`src/rtl/count8dnfsm.sv`:
```
// rtl/count8dnfsm.sv - loadable 8-bit down-counter/timer FSM with terminal count and auto-reload
//
// Purpose:
//   Loads an 8-bit interval and counts it down to zero while En is high.
//   On the terminal edge (cnt==1 with En high) a one-cycle tc pulse is
//   raised. The counter then either parks in DONE with cnt=0, or reloads
//   the captured interval and keeps running when AutoRl is high, which
//   turns the block into a periodic tick generator.
//
// Ports:
//   Clk     in   1  rising-edge clock, sole clock domain
//   Res     in   1  synchronous active-high reset
//   En      in   1  count enable
//   Load    in   1  load strobe, captures cnt_in in any state
//   AutoRl  in   1  auto-reload select, sampled on the terminal edge only
//   Ack     in   1  returns DONE to IDLE
//   cnt_in  in   8  value to load
//   cnt     out  8  current count (registered)
//   tc      out  1  terminal-count pulse (registered, one cycle)
//   busy    out  1  state == RUN
//   done    out  1  state == DONE
//
// Edge priority: Res > Load > Ack > En.

module count8dnfsm (
    input  logic       Clk,
    input  logic       Res,
    input  logic       En,
    input  logic       Load,
    input  logic       AutoRl,
    input  logic       Ack,
    input  logic [7:0] cnt_in,
    output logic [7:0] cnt,
    output logic       tc,
    output logic       busy,
    output logic       done
);

    typedef enum logic [1:0] {
        IDLE = 2'd0,
        RUN  = 2'd1,
        DONE = 2'd2
    } state_t;

    state_t     state, state_nxt;
    logic [7:0] cnt_q, cnt_nxt;
    logic [7:0] rld_q, rld_nxt;
    logic       tc_q,  tc_nxt;

    // Terminal edge: the enabled decrement that would reach zero.
    logic       term_edge;
    assign term_edge = (state == RUN) && En && (cnt_q == 8'd1);

    // State and datapath registers. Reset overrides every other input,
    // which also drops any tc that the same edge would have produced.
    always_ff @(posedge Clk) begin
        if (Res) begin
            state <= IDLE;
            cnt_q <= 8'd0;
            rld_q <= 8'd0;
            tc_q  <= 1'b0;
        end else begin
            state <= state_nxt;
            cnt_q <= cnt_nxt;
            rld_q <= rld_nxt;
            tc_q  <= tc_nxt;
        end
    end

    // Next-state and next-datapath logic. tc defaults low so that it is a
    // single-cycle pulse unless another terminal edge follows directly.
    always_comb begin
        state_nxt = state;
        cnt_nxt   = cnt_q;
        rld_nxt   = rld_q;
        tc_nxt    = 1'b0;

        if (Load) begin
            // Load beats Ack and En, including on a terminal edge, so a
            // load there never reports tc. A zero interval has nothing to
            // count and stays idle.
            cnt_nxt   = cnt_in;
            rld_nxt   = cnt_in;
            state_nxt = (cnt_in != 8'd0) ? RUN : IDLE;
        end else begin
            unique case (state)
                IDLE: begin
                    // Holds count; En and Ack have no effect here.
                end

                RUN: begin
                    if (term_edge) begin
                        tc_nxt = 1'b1;
                        if (AutoRl) begin
                            cnt_nxt = rld_q;
                        end else begin
                            cnt_nxt   = 8'd0;
                            state_nxt = DONE;
                        end
                    end else if (En && (cnt_q > 8'd1)) begin
                        cnt_nxt = cnt_q - 8'd1;
                    end else if (cnt_q == 8'd0) begin
                        // RUN is only entered with a non-zero count and
                        // reload value; fall back to IDLE rather than
                        // ever decrementing from zero.
                        state_nxt = IDLE;
                    end
                end

                DONE: begin
                    // Parked at zero; enable must not wrap to 8'hFF.
                    cnt_nxt = 8'd0;
                    if (Ack) begin
                        state_nxt = IDLE;
                    end
                end

                default: begin
                    state_nxt = IDLE;
                    cnt_nxt   = 8'd0;
                end
            endcase
        end
    end

    // Outputs are taken straight from registers.
    assign cnt  = cnt_q;
    assign tc   = tc_q;
    assign busy = (state == RUN);
    assign done = (state == DONE);

endmodule

```
`config.mk`:
```
export PLATFORM = sky130hd
export DESIGN_NAME = count8dnfsm
export DESIGN_NICKNAME = d
export VERILOG_FILES = /design/src/rtl/count8dnfsm.sv
export SDC_FILE = /design/constraint.sdc
export NUM_CORES = 1
export LEC_CHECK = 0
export ABC_AREA = 1
export CORE_ASPECT_RATIO = 0.8
export CORE_UTILIZATION = 40
export DETAILED_ROUTE_END_ITERATION = 6
export GPL_TIMING_DRIVEN = 0
export PLACE_DENSITY = 0.79
export SYNTH_ARGS = -nofsm -noshare
export SYNTH_HDL_FRONTEND = slang
export SYNTH_SLANG_ARGS = --single-unit
export TNS_END_PERCENT = 30
```
`constraint.sdc`:
```
create_clock -name Clk -period 1.5 [get_ports Clk]
set_input_delay 0.225 -clock Clk [delete_from_list [all_inputs] [get_ports Clk]]
set_output_delay 0.225 -clock Clk [all_outputs]
set_load 0.05 [all_outputs]
```
==> qor.csv <==
metric,value,unit
count of buffer and inverter cells on the critical path,3,
DRC,0,
Starting Density,43.3,%
Critical Path RT,1.66,ns
vias post-DR,1444,
WL/cell,12.1,µm
Synth cell types,21,
ratio of cells with drive above 1 in the final layout,21.9,%
fin crit share,100,%
TritonCTS Buffers,3,
Worst setup EP type,flip-flop,
Critical Path Source Type,flip-flop,
post-DP HPWL,2360,µm
Fin Setup TNS,-0.00272,ns
Internal,0.969,mW
IO Pins,25,
Top Family by Delay on Critical Path,simple AND/OR/NAND/NOR gates,
H-tree lvl count,1,
min cycle time layout,1.50,ns
violated checks,setup timing,
final count of hold timing violations,0,
CTS tree,done,
outcome,finished with violations,
Row Count,17,
hold_buf cts,0,
post-route setup slack,-0.00272,ns
clock skew,0.00340,ns
Mapped Cells,204,
die span in x,64.1,µm
global-route wire length before repair,5320,µm
Area growth syn-to-layout,41.0,%
syn_area_per_cell,6.05,µm²
drt pass-1 iters,4,
Worst-Skew Late Latency,0.26,ns
"Setup violations, final",1,
YS warnings,0,
CP most frequent cell,nand2_1,
Max Fanout on Critical Path,6,
RSZ-0062 raised after global routing,yes,
slowest cell on the critical path,dfxtp_4,
Seq cells post-synth,19,
HP Class,reg2reg,
vias per inst,5.16,
Congestion Overflow GR,0,
Slew headroom,67.4,%
1st-iter DRT viols,68,
WS Path Type,reg2reg,
pin count of the biggest net entering global routing,12,
Psw,0.588,mW
WP depth,12,
Synth top area share,30.8,%
FMAX,0.665,GHz
final WL,3380,µm
Worst Tran Pin Value,0.491,ns
die span in y,51.7,µm
Synth area leaders,"dfxtp_1, nand2_1, nand3_1, nor2_1, inv_1",
Slew Limit Fails,0,
antenna cell count,0,
clk sink count,19,
sequential fraction of the synthesis area,30.8,%
hold path depth,2,
Max-Cap Viols,0,
sw frac,37.8,%
CTS Buffer Depth,2,
"Reg clk slew, reported paths",0.07,ns
NumNets Final,259,
Fin Hold WS,0.469,ns
die area,3310,µm²
vias in the first global route,1265,
core area,2850,µm²
ANT nets after route,0,
Final GP Congestion,0.863,
initial antenna violation count,0,
largest area contributor in the netlist,dfxtp_1,
maximum VDD drop,0.502,mV
Syn Nets,220,
CTS root buf,clkbuf_8,
Clock power frac,23.6,%
Comb power frac,39.1,%
Synth Cell Area,1230,µm²
"critical path, cell by cell","inv_4, ha_2, nand2_4, inv_1, nand2_1, nand3_2, nand3_2, nand2_4, buf_12, nand2_1, nand2_1, nor2_1",
Leakage,0.858,nW
CP max stage delay,0.35,ns
total global-route track usage,20.7,%
sequential power share,37.3,%
Pwr Density,895,nW/µm²
port buffer count,23,
reg2reg path depth,12,
crit path DAT,1.66,ns
cell type report:
| cell class | count | area [µm²] |
|---|---|---|
| Buffer | 5 | 37.5 |
| Clock buffer | 3 | 41.3 |
| Clock inverter | 1 | 5.00 |
| Fill cell | 269 | 1110 |
| Inverter | 20 | 82.6 |
| Multi-Input combinational cell | 160 | 792 |
| Sequential cell | 19 | 395 |
| Tap cell | 38 | 47.5 |
| Timing Repair Buffer | 34 | 338 |
kinds of logic after synthesis:
logic type / count (synthesis) / share of synthesized area (%)
AO/OA/AOI/OAI: 10 / 4.06
flip-flops: 19 / 30.8
adder cells (fa/ha/maj): 2 / 2.03
AND/OR/NAND/NOR: 147 / 53.5
XOR/XNOR: 1 / 0.710
buffers and inverters: 25 / 8.82
tightest hold or removal path, delay by kind of cell, from the launching register on:
family,cells,cell delay (ns)
AOI/OAI and AO/OA,1,0.06
DFF,1,0.31
and+or+nand+nor,1,0.06
sequential cells by signal (all words and copies together) (netlist names):
signal,count
cnt,8
rld_q,8
state,2
tc,1
final timing paths:
kind	startpoint	to	slack, ns
max	cnt[1]$_SDFFE_PP0P_	cnt[0]$_SDFFE_PP0P_	-0.003
min	rld_q[1]$_SDFFE_PP0P_	rld_q[1]$_SDFFE_PP0P_	0.47
max reg2reg	cnt[1]$_SDFFE_PP0P_	cnt[0]$_SDFFE_PP0P_	-0.003
min reg2reg	rld_q[1]$_SDFFE_PP0P_	rld_q[1]$_SDFFE_PP0P_	0.47
stage by stage:
| stage | instance area, µm² | std cells | setup slack, ns | utilization [%] | power (mW) |
|---|---|---|---|---|---|
| final | 1740 | 280 | -0.00272 | 61.0 | 1.56 |
| after global routing | 1740 | 280 | -0.107 | 61.0 | 1.65 |
| after CTS | 1590 | 269 | -0.0628 | 55.8 | 1.47 |
| after floorplan | 1270 | 204 | 0.00266 | - | 0.957 |
| after global placement | 1550 | 265 | -0.260 | 54.3 | 1.10 |
| after detailed placement | 1550 | 265 | -0.272 | 54.3 | 1.11 |
synthesized netlist by cell type (all sizes together):
library cell  count
clkinv            1
nand4             3
buf               2
nor2             35
nand2            80
a21oi             9
clkbuf            3
dfxtp            19
nor4              1
nand3            28
o21ai             1
inv              19
ha                2
xnor2             1
cells in the final DEF, fill, tap and decap left out, drive strengths merged, types with 2 or more instances in the layout:
master / count
a21oi: 9
buf: 12
clkbuf: 7
clkdlybuf4s15: 2
clkdlybuf4s50: 12
clkinv: 2
dfxtp: 19
dlygate4sd2: 9
ha: 2
inv: 19
nand2: 80
nand3: 28
nand4: 3
nor2: 35
per-layer routing:
metal,GRT usage (%),vias to the layer above,routed length (µm)
met5,0,-,0
met2,33.2,57,1470
met3,5.04,14,226
met4,5.93,0,106
li1,-,715,-
met1,27.6,658,1570
repair_timing:
action / in CTS / in global routing
cloned: 0 / 1
setup buffers: 0 / 10
pin swaps: 5 / 7
hold endpoints to repair: 0 / 0
gates resized for setup: 17 / 11
setup endpoints to repair: 19 / 11
power by group through the flow:
| stage | Combinational, mW | Sequential, mW | Clock (mW) |
|---|---|---|---|
| after global placement | 0.507 | 0.591 | 0 |
| after global routing | 0.661 | 0.585 | 0.402 |
| after CTS | 0.511 | 0.579 | 0.379 |
| final | 0.609 | 0.580 | 0.367 |
| after detailed placement | 0.517 | 0.591 | 0 |
| after floorplan | 0.296 | 0.661 | 0 |
Power figures use the tool's default switching activity.
